[config.mk]
export PLATFORM = sky130hd
export DESIGN_NAME = demux1to2_stream_flat
export DESIGN_NICKNAME = d
export VERILOG_FILES = /design/src/rtl/demux1to2_stream_pkg.sv /design/src/rtl/demux1to2_stream_if.sv /design/src/rtl/demux1to2_stream_fifo2.sv /design/src/rtl/demux1to2_stream.sv /design/src/flat_wrapper.sv
export SDC_FILE = /design/constraint.sdc
export NUM_CORES = 1
export LEC_CHECK = 0
export CORE_AREA = 8 8 79 81
export DETAILED_ROUTE_END_ITERATION = 10
export DIE_AREA = 0 0 87 89
export PLACE_DENSITY = 0.77
export REMOVE_ABC_BUFFERS = 1
export SETUP_SLACK_MARGIN = 0.1
export SYNTH_ARGS = -nofsm -noshare
export SYNTH_HDL_FRONTEND = slang
export SYNTH_HIERARCHICAL = 1
export SYNTH_SLANG_ARGS = --single-unit
[constraint.sdc]
create_clock -name clk -period 2.7 [get_ports clk]
set_clock_uncertainty 0.15 [all_clocks]
set_input_delay 0.27 -clock clk [delete_from_list [all_inputs] [get_ports clk]]
set_output_delay 0.27 -clock clk [all_outputs]
set_load 0.05 [all_outputs]
[src/rtl/demux1to2_stream_pkg.sv]
// Shared types for the 1:2 stream demultiplexer.
// Holds the FIFO state encoding and the port-select type and constants.
package demux_pkg;

    typedef enum logic [1:0] {
        EMPTY,
        ONE,
        FULL
    } fifo_state_t;

    localparam int FIFO_DEPTH = 2;

    typedef logic port_sel_t;

    localparam port_sel_t PORT0 = 1'b0;
    localparam port_sel_t PORT1 = 1'b1;

endpackage

[src/rtl/demux1to2_stream_if.sv]
// Handshake bundle of the 1:2 stream demux.
// Carries the input stream (data, sel, valid/ready), two output streams
// and the per-port delivered-beat counters.
// slave: the demux side; master: the producer/consumer side.
interface demux1to2_stream_if #(
    parameter int WIDTH = 8,
    parameter int CNT_W = 8
);
    import demux_pkg::*;

    logic [WIDTH-1:0] in_data;
    port_sel_t        in_sel;
    logic             in_valid;
    logic             in_ready;

    logic [WIDTH-1:0] out0_data;
    logic             out0_valid;
    logic             out0_ready;

    logic [WIDTH-1:0] out1_data;
    logic             out1_valid;
    logic             out1_ready;

    logic [CNT_W-1:0] cnt0;
    logic [CNT_W-1:0] cnt1;

    modport slave (
        input  in_data, in_sel, in_valid,
        output in_ready,
        output out0_data, out0_valid,
        input  out0_ready,
        output out1_data, out1_valid,
        input  out1_ready,
        output cnt0, cnt1
    );

    modport master (
        output in_data, in_sel, in_valid,
        input  in_ready,
        input  out0_data, out0_valid,
        output out0_ready,
        input  out1_data, out1_valid,
        output out1_ready,
        input  cnt0, cnt1
    );

endinterface

[src/rtl/demux1to2_stream_fifo2.sv]
// Two-entry FIFO built from a head and a tail register.
// Ports: clk, rst (sync, active high), push/din, pop, full, valid, head.
// The head register is the output, so it stays stable while not popped.
module demux_fifo2
    import demux_pkg::*;
#(
    parameter int WIDTH = 8
) (
    input  logic             clk,
    input  logic             rst,
    input  logic             push,
    input  logic [WIDTH-1:0] din,
    input  logic             pop,
    output logic             full,
    output logic             valid,
    output logic [WIDTH-1:0] head
);

    fifo_state_t      state;
    logic [WIDTH-1:0] head_q;
    logic [WIDTH-1:0] tail_q;

    always_ff @(posedge clk) begin
        if (rst) begin
            state  <= EMPTY;
            head_q <= '0;
            tail_q <= '0;
        end else begin
            unique case (state)
                EMPTY: begin
                    if (push) begin
                        head_q <= din;
                        state  <= ONE;
                    end
                end
                ONE: begin
                    if (push && pop) begin
                        // Head leaves, new beat takes its place.
                        head_q <= din;
                    end else if (push) begin
                        tail_q <= din;
                        state  <= FULL;
                    end else if (pop) begin
                        state  <= EMPTY;
                    end
                end
                FULL: begin
                    // Producer is held off while full, so only pop matters.
                    if (pop) begin
                        head_q <= tail_q;
                        state  <= ONE;
                    end
                end
                default: state <= EMPTY;
            endcase
        end
    end

    assign full  = (state == FULL);
    assign valid = (state != EMPTY);
    assign head  = head_q;

endmodule

[src/rtl/demux1to2_stream.sv]
// Steers one valid/ready stream to one of two buffered output streams.
// Ports: clk, rst (sync, active high), bus (slave side of the stream bundle).
module demux1to2_stream
    import demux_pkg::*;
#(
    parameter int WIDTH = 8,
    parameter int CNT_W = 8
) (
    input  logic               clk,
    input  logic               rst,
    demux1to2_stream_if.slave  bus
);

    logic             full0;
    logic             full1;
    logic             valid0;
    logic             valid1;
    logic [WIDTH-1:0] head0;
    logic [WIDTH-1:0] head1;
    logic             sel_full;
    logic             ready;
    logic             accept;
    logic             push0;
    logic             push1;
    logic             pop0;
    logic             pop1;
    logic [CNT_W-1:0] cnt0_q;
    logic [CNT_W-1:0] cnt1_q;

    // Readiness looks only at the addressed port's registered full flag,
    // never at the consumers, so there is no ready path through the block.
    assign sel_full = (bus.in_sel == PORT1) ? full1 : full0;
    assign ready    = !rst && !sel_full;
    assign accept   = bus.in_valid && ready;

    assign push0 = accept && (bus.in_sel == PORT0);
    assign push1 = accept && (bus.in_sel == PORT1);
    assign pop0  = valid0 && bus.out0_ready;
    assign pop1  = valid1 && bus.out1_ready;

    demux_fifo2 #(.WIDTH(WIDTH)) u_fifo0 (
        .clk   (clk),
        .rst   (rst),
        .push  (push0),
        .din   (bus.in_data),
        .pop   (pop0),
        .full  (full0),
        .valid (valid0),
        .head  (head0)
    );

    demux_fifo2 #(.WIDTH(WIDTH)) u_fifo1 (
        .clk   (clk),
        .rst   (rst),
        .push  (push1),
        .din   (bus.in_data),
        .pop   (pop1),
        .full  (full1),
        .valid (valid1),
        .head  (head1)
    );

    always_ff @(posedge clk) begin
        if (rst) begin
            cnt0_q <= '0;
            cnt1_q <= '0;
        end else begin
            if (pop0) cnt0_q <= cnt0_q + 1'b1;
            if (pop1) cnt1_q <= cnt1_q + 1'b1;
        end
    end

    assign bus.in_ready   = ready;
    assign bus.out0_data  = head0;
    assign bus.out0_valid = valid0;
    assign bus.out1_data  = head1;
    assign bus.out1_valid = valid1;
    assign bus.cnt0       = cnt0_q;
    assign bus.cnt1       = cnt1_q;

endmodule

[src/flat_wrapper.sv]
// flat-port wrapper written by rule: the top's interface ports become plain ports
module demux1to2_stream_flat import demux_pkg::*;
#(
    parameter int WIDTH = 8,
    parameter int CNT_W = 8
)
  (clk, rst, bus_in_data, bus_in_sel, bus_in_valid, bus_in_ready, bus_out0_data, bus_out0_valid, bus_out0_ready, bus_out1_data, bus_out1_valid, bus_out1_ready, bus_cnt0, bus_cnt1);
  demux1to2_stream_if #(.WIDTH(WIDTH), .CNT_W(CNT_W)) bus_i ();
  input  logic clk;
  input  logic rst;
  input wire logic [$bits(bus_i.in_data)-1:0] bus_in_data;
  input wire logic [$bits(bus_i.in_sel)-1:0] bus_in_sel;
  input wire logic [$bits(bus_i.in_valid)-1:0] bus_in_valid;
  output wire logic [$bits(bus_i.in_ready)-1:0] bus_in_ready;
  output wire logic [$bits(bus_i.out0_data)-1:0] bus_out0_data;
  output wire logic [$bits(bus_i.out0_valid)-1:0] bus_out0_valid;
  input wire logic [$bits(bus_i.out0_ready)-1:0] bus_out0_ready;
  output wire logic [$bits(bus_i.out1_data)-1:0] bus_out1_data;
  output wire logic [$bits(bus_i.out1_valid)-1:0] bus_out1_valid;
  input wire logic [$bits(bus_i.out1_ready)-1:0] bus_out1_ready;
  output wire logic [$bits(bus_i.cnt0)-1:0] bus_cnt0;
  output wire logic [$bits(bus_i.cnt1)-1:0] bus_cnt1;
  assign bus_i.in_data = bus_in_data;
  assign bus_i.in_sel = bus_in_sel;
  assign bus_i.in_valid = bus_in_valid;
  assign bus_in_ready = bus_i.in_ready;
  assign bus_out0_data = bus_i.out0_data;
  assign bus_out0_valid = bus_i.out0_valid;
  assign bus_i.out0_ready = bus_out0_ready;
  assign bus_out1_data = bus_i.out1_data;
  assign bus_out1_valid = bus_i.out1_valid;
  assign bus_i.out1_ready = bus_out1_ready;
  assign bus_cnt0 = bus_i.cnt0;
  assign bus_cnt1 = bus_i.cnt1;
  demux1to2_stream #(.WIDTH(WIDTH), .CNT_W(CNT_W)) u_core (.clk(clk), .rst(rst), .bus(bus_i));
endmodule
== Yosys cells after proc, flatten, opt, wreduce, memory -nomap -nowiden ==
Cells that the tools add are included.
Operators by class
  reductions and logical operators: 22
  equal/unequal tests: 14
  bitwise operators: 3
  mux-type cells: 21
  $add $sub $neg: 2
Operators with widths (count)
  8-bit 2-to-1 mux: 6
  8-bit case mux with 3 select lines: 2
  2-bit 2-to-1 mux: 10
  8-bit by 1-bit adder with 8-bit output (second input constant): 2
  2-bit != test (second input constant): 8
  4-bit AND reduction: 4
  2-bit case mux with 3 select lines: 2
  1-bit logical AND: 8
  3-bit != test (second input constant): 2
  3-bit AND reduction: 2
  3-bit nonzero test: 2
  2-bit by 1-bit equality test with 1-bit output (second input constant): 2
  2-bit equality test (second input constant): 2
  2-bit logical NOT: 2
  2-bit nonzero test: 2
  1-bit inverter: 3
  1-bit logical NOT: 2
  1-bit 2-to-1 mux: 1
Storage, ports and cells
  input port bits: 14
  output and inout bits: 35
  bits in registers: 52
  word-level logic and storage cells: 70

== Depth between registers and ports, before layout ==
  depth in word-level cells: 9
  mapped depth: 10
  mapped depth without buffers: 8

== Modules after synthesis ==
The synthesis kept the hierarchy.
By module, submodules not included
  demux_fifo2: seq. area each 360.3 um^2, times used 2, area an instance 857.1 um^2, cells an instance 88
  demux1to2_stream: seq. area each 320.3 um^2, times used 1, area an instance 729.4 um^2, cells an instance 87

== Worst setup path after synthesis ==
Ideal clock, no wire load.
  kind: register -> register
  start: reg u_core.u_fifo0.state[1]
  end: reg u_core.u_fifo1.tail_q[0]
  setup slack: -0.599 ns
  path buffers: 2
  required time: 2.480 ns
  stages on the path, launching flop included: 11
  setup time: 0.070 ns
  arrival time: 3.080 ns
  clock period less this slack: 3.299 ns
  path through: dfxtp_1 or2b_1 buf_2 inv_1 nor2b_1 a211oi_1 and3_1 and4bb_2 clkbuf_1 nand2_1 a21oi_1
On the way
  longest elaborated chain between the ends: 9
Ends and longest elaborated chain
  from (decl): RTL line demux1to2_stream_fifo2.sv:19  | fifo_state_t state;
  from (signal assigned): RTL line demux1to2_stream_fifo2.sv:25  | state <= EMPTY;
  from (signal assigned): RTL line demux1to2_stream_fifo2.sv:33  | state <= ONE;
  from (signal assigned): RTL line demux1to2_stream_fifo2.sv:42  | state <= FULL;
  2-bit equality test *: RTL line demux1to2_stream_fifo2.sv:59  | assign full = (state == FULL);
  net u_core.full0: RTL line demux1to2_stream.sv:14  | logic full0;
  1-bit 2-to-1 mux *: RTL line demux1to2_stream.sv:32  | assign sel_full = (bus.in_sel == PORT1) ? full1 : full0;
  1-bit logical NOT *: RTL line demux1to2_stream.sv:33  | assign ready = !rst && !sel_full;
  1-bit logical AND *: RTL line demux1to2_stream.sv:33
  net bus_in_ready: RTL line flat_wrapper.sv:14  | output wire logic [$bits(bus_i.in_ready)-1:0] bus_in_ready;
  1-bit logical AND *: RTL line demux1to2_stream.sv:34  | assign accept = bus.in_valid && ready;
  1-bit logical AND *: RTL line demux1to2_stream.sv:37  | assign push1 = accept && (bus.in_sel == PORT1);
  net u_core.push1: RTL line demux1to2_stream.sv:24  | logic push1;
  1-bit logical AND: RTL line demux1to2_stream_fifo2.sv:37  | if (push && pop) begin
  1-bit inverter (no source line)
  3-bit AND reduction (no source line) *
  to (signal assigned): RTL line demux1to2_stream_fifo2.sv:41  | tail_q <= din;
  to (decl): RTL line demux1to2_stream_fifo2.sv:21  | logic [WIDTH-1:0] tail_q;
The timed path passes the listed nets; every way through them passes the cells marked *.
A chain may end at the register's enable or synchronous reset.

== Worst setup path after layout ==
  start: reg u_core.u_fifo0.state[1]
  end: reg u_core.u_fifo1.head_q[6] (netlist: u_core/u_fifo1/head[6])
On the way
  longest elaborated chain between the ends: 9
  elaborated cells on any way between the ends: 10
  classes of those cells: 3 x eq/ne; 1 x mux; 6 x reduce/logical
Ends and longest elaborated chain
  2-bit equality test *: RTL line demux1to2_stream_fifo2.sv:59
  net u_core.full0: RTL line demux1to2_stream.sv:14
  1-bit 2-to-1 mux *: RTL line demux1to2_stream.sv:32
  1-bit logical NOT *: RTL line demux1to2_stream.sv:33
  1-bit logical AND *: RTL line demux1to2_stream.sv:33
  1-bit logical AND *: RTL line demux1to2_stream.sv:34
  1-bit logical AND *: RTL line demux1to2_stream.sv:37
  net u_core.push1: RTL line demux1to2_stream.sv:24
  1-bit logical AND: RTL line demux1to2_stream_fifo2.sv:37
  2-bit != test (no source line)
  4-bit AND reduction (no source line) *
  to (signal assigned): RTL line demux1to2_stream_fifo2.sv:32  | head_q <= din;
  to (signal assigned): RTL line demux1to2_stream_fifo2.sv:39  | head_q <= din;
  to (signal assigned): RTL line demux1to2_stream_fifo2.sv:50  | head_q <= tail_q;
  to (decl): RTL line demux1to2_stream_fifo2.sv:20  | logic [WIDTH-1:0] head_q;
Marked as above.

==> impl_metrics.csv <==
group,metric,value,unit
outcome,status,"finished clean",
pwr,seqPwrFrac,0.513,
clock_network,cts.htree.levels,2,
floorplan,rows,26,
worst_hold_path,hold_path_depth,2,
floorplan,core-area,4977,um2
clock_network,cts_sinks,52,
critical_path,worstPathRequired,2.72,ns
critical_path,cp_max_fo,10,
clock_network,cts.path.max_buffers,2,
critical_path,path_class,"reg2reg",
critical_path,cp_data_arrival_time,2.27,ns
global_routing,grt_pass1_wl,8.714,mm
cells_and_area,diodes,0,
worst_hold_path,min_from,"rst",
synthesis,ys_seq_area_frac,0.4260,
floorplan,die_h,89,um
timing,hold_violations,0,
critical_path,crit_family,"simple AND/OR/NAND/NOR gates",
timing,clock.fmax,444.3,MHz
clock_network,numCtsBuffers,5,
timing,setup_viol,0,
detailed_routing,wire_per_inst,14.11,um
clock_network,cts_resized,0,
clock_network,tritoncts,"done",
cells_and_area,fin_cells,379,
pwr,p_int,1.154,mW
timing,fin_crit,2.251,ns
synthesis,synth_flop_cell,"dfxtp_1",
global_routing,grt_overflow,0,
detailed_routing,antenna_left,0,
worst_hold_path,hold_class,"in2reg",
critical_path,reg2reg_slack,0.45,ns
global_routing,grt_pass1_vias,1906,
synthesis,synth_cells,263,
cells_and_area,fill_cells,460,
synthesis,netlist_area,2444,um2
critical_path,r2r_end,"u_core/u_fifo1/head[6]",
run,cap_violations,0,
critical_path,max_stage_delay,0.44,ns
critical_path,crit_path_end_kind,"flip-flop",
timing,worst_pin_slew,0.5701,ns
cells_and_area,final_util,0.6166,
timing,fin_hold_ws,0.1190,ns
detailed_routing,drc,0,
cells_and_area,drive_above_1_share,0.1294,
floorplan,initial_core_util,0.4910,
pwr,ir_worst_vdd,0.3618,mV
critical_path,rr_startpoint,"u_core/u_fifo0/state[1]",
detailed_routing,wl,5.349,mm
critical_path,critPathSlowestCell,"dfxtp_1",
detailed_routing,vias,2074,
critical_path,cp_cell_sequence,"or2b_1 -> inv_1 -> nor2b_1 -> a211oi_1 -> and3_1 -> mux2_4 -> a211oi_1 -> a211oi_2",
global_routing,grt_max_degree,47,
timing,slew_headroom,0.6199,
detailed_routing,drtIter0Drc,105,
clock_network,clock-root-buffer,"clkbuf_8",
pwr,clkPwrFrac,0.330,
synthesis,ys_types,37,
critical_path,reg2regPathDepth,8,
global_routing,grt_use_total,0.1399,
global_routing,antenna_found_initial,0,
synthesis,ys.warnings.count,6,
floorplan,ioPinCount,49,
place,io_buffers,48,
worst_hold_path,holdPathEnd,"u_core/bus.cnt1[5]",
detailed_routing,detailedRoute.firstPassIterationCount,5,
synthesis,synth_edf_count,0,
pwr,p_leak,1.130,nW
critical_path,crit_buf_inv,1,
cells_and_area,area_growth,25.60,%
timing,timing.setup.tns,0,ns
clock_network,worstSkewPairLatency,0.30,ns
critical_path,cp-start-kind,"flip-flop",
synthesis,avgSynthCellArea,9.291,um2
detailed_routing,viasPerCell,5.472,
pwr,comb_power_share,0.157,
place,gp_congestion,0.7355,
floorplan,die_w,87,um
timing,grt_setup_unrepaired,"false",
clock_network,postCtsHoldBufs,0,
cells_and_area,fin_nets,324,
pwr,switchingPower,0.4092,mW
timing,maxSlewViolCount,0,
pwr,swShare,0.2617,
synthesis,ys_ff_latch,52,
pwr,power_density,509.4,nW/um2
clock_network,cts_setup_buffers,0,
place,dp.cells,371,
place,dpl.hpwl,3.752,mm
timing,fin_crit_sh,0.8336,
clock_network,path_clk_slew,0.09,ns
critical_path,crit_top_cell,"a211oi_1",
floorplan,die_area,7743,um2
synthesis,synthArstFlopShare,0,
## cell usage in the layout (no fill, tap or decap), types with 2 or more instances in the layout
master | Yosys | final
o21a_1 | 2 | 2
nor2_1 | 6 | 6
inv_1 | 7 | 7
or3_1 | 5 | 5
mux2_4 | 2 | 2
mux2i_1 | 16 | 16
clkbuf_8 | 0 | 5
dfxtp_1 | 52 | 52
o31ai_1 | 3 | 3
or2_2 | 2 | 2
a211oi_1 | 17 | 17
nand4bb_1 | 2 | 2
o21ai_0 | 7 | 7
clkinv_1 | 2 | 2
ha_1 | 2 | 2
or4_1 | 3 | 3
nand4_1 | 3 | 3
or3b_1 | 2 | 2
a21o_4 | 2 | 2
and4bb_2 | 2 | 2
and3b_1 | 2 | 2
a21o_1 | 2 | 2
clkdlybuf4s50_1 | 0 | 46
buf_4 | 0 | 5
a211oi_2 | 16 | 16
nand2_1 | 43 | 43
nand3_1 | 7 | 7
a21oi_1 | 30 | 30
xor2_1 | 3 | 3
or3_2 | 2 | 2
or2b_1 | 2 | 2
## metrics by stage
stage                     total power [mW]  instance area (um2)  setup slack, ns
final                                1.564                 3069           0.4493
after floorplan                     0.9680                 2371          -0.6831
after global placement               1.064                 2962           0.3918
after CTS                            1.582                 3069           0.4656
after detailed placement             1.067                 2962           0.3530
after global routing                 1.635                 3069           0.3103
## state kept, by name, indices dropped and copies added (netlist names)
signal,count
u_core/u_fifo0/head,8
u_core/bus.cnt0,8
u_core/u_fifo0/state,2
u_core/u_fifo1/state,2
u_core/u_fifo1/head,8
u_core/bus.cnt1,8
u_core/u_fifo1/tail_q,8
u_core/u_fifo0/tail_q,8
## final cells by class
class / instances / area (um2) / share of cell area
clock inverter: 2 / 35.03 / 0.01141
timing repair buffer: 52 / 503.0 / 0.1639
inverter: 9 / 33.78 / 0.01101
clock buffer: 6 / 72.57 / 0.02364
multi-input combinational: 188 / 1296 / 0.4223
tap: 70 / 87.58 / 0.02854
sequential: 52 / 1041 / 0.3392
## per-layer routing
| layer | global-route usage | share of wire | up-vias |
|---|---|---|---|
| li1 | - | - | 1052 |
| met1 | 0.1719 | 0.48 | 967 |
| met2 | 0.2325 | 0.46 | 53 |
| met3 | 0.03585 | 0.056 | 2 |
| met4 | 0.04695 | 0.0060 | 0 |
| met5 | 0 | 0 | - |
## cell families after synthesis
family                   count (synthesis)  share of synthesized area
adder cells (fa/ha/maj)                  2                    0.01024
flip-flops                              52                     0.4260
AND/OR/NAND/NOR                         85                     0.1843
XOR/XNOR                                 4                    0.01434
AO/OA/AOI/OAI                           79                     0.2437
multiplexers                            18                    0.07783
buffers and inverters                   23                    0.04353
## power groups by stage
| stage | combinational (mW) | sequential, mW | clock [mW] |
|---|---|---|---|
| final | 0.246 | 0.801 | 0.516 |
| after CTS | 0.248 | 0.802 | 0.532 |
| after floorplan | 0.0919 | 0.876 | 0 |
| after global routing | 0.261 | 0.805 | 0.570 |
| after global placement | 0.245 | 0.819 | 0 |
| after detailed placement | 0.248 | 0.819 | 0 |
## worst max path at each step
stage	startpoint	end	slack [ns]	depth (start not counted)
floorplan	u_core/u_fifo0/state[1]	u_core/u_fifo1/head[0]	-0.68	8
global placement	bus_in_sel	u_core/u_fifo1/head[2]	0.39	7
detailed placement	bus_in_sel	u_core/u_fifo1/head[6]	0.35	7
CTS	u_core/u_fifo0/state[1]	u_core/u_fifo1/head[4]	0.47	8
global route	u_core/u_fifo0/state[1]	u_core/u_fifo1/head[1]	0.31	8
finish	u_core/u_fifo0/state[1]	u_core/u_fifo1/head[6]	0.45	8
## synth_stat cells, types with 3 or more instances
master	number	area share
nand3_1	7	0.014
buf_2	4	0.0082
a211oi_1	17	0.052
a211oi_2	16	0.082
a21oi_1	30	0.061
clkbuf_1	7	0.011
or4_1	3	0.0092
mux2i_1	16	0.066
nand4_1	3	0.0077
nor2_1	6	0.0092
nand2_1	43	0.066
or3_1	5	0.013
o21ai_0	7	0.014
xor2_1	3	0.011
dfxtp_1	52	0.43
o31ai_1	3	0.0092
inv_1	7	0.011
## worst reg2reg max path, delay by kind of cell (launching register included)
kind | cells | cell delay (ns)
AOI/OAI and AO/OA | 3 | 0.48
DFF | 1 | 0.44
buffers and inverters | 1 | 0.07
muxes | 1 | 0.35
and+or+nand+nor | 3 | 0.63
(Power assumes the default switching activity.)
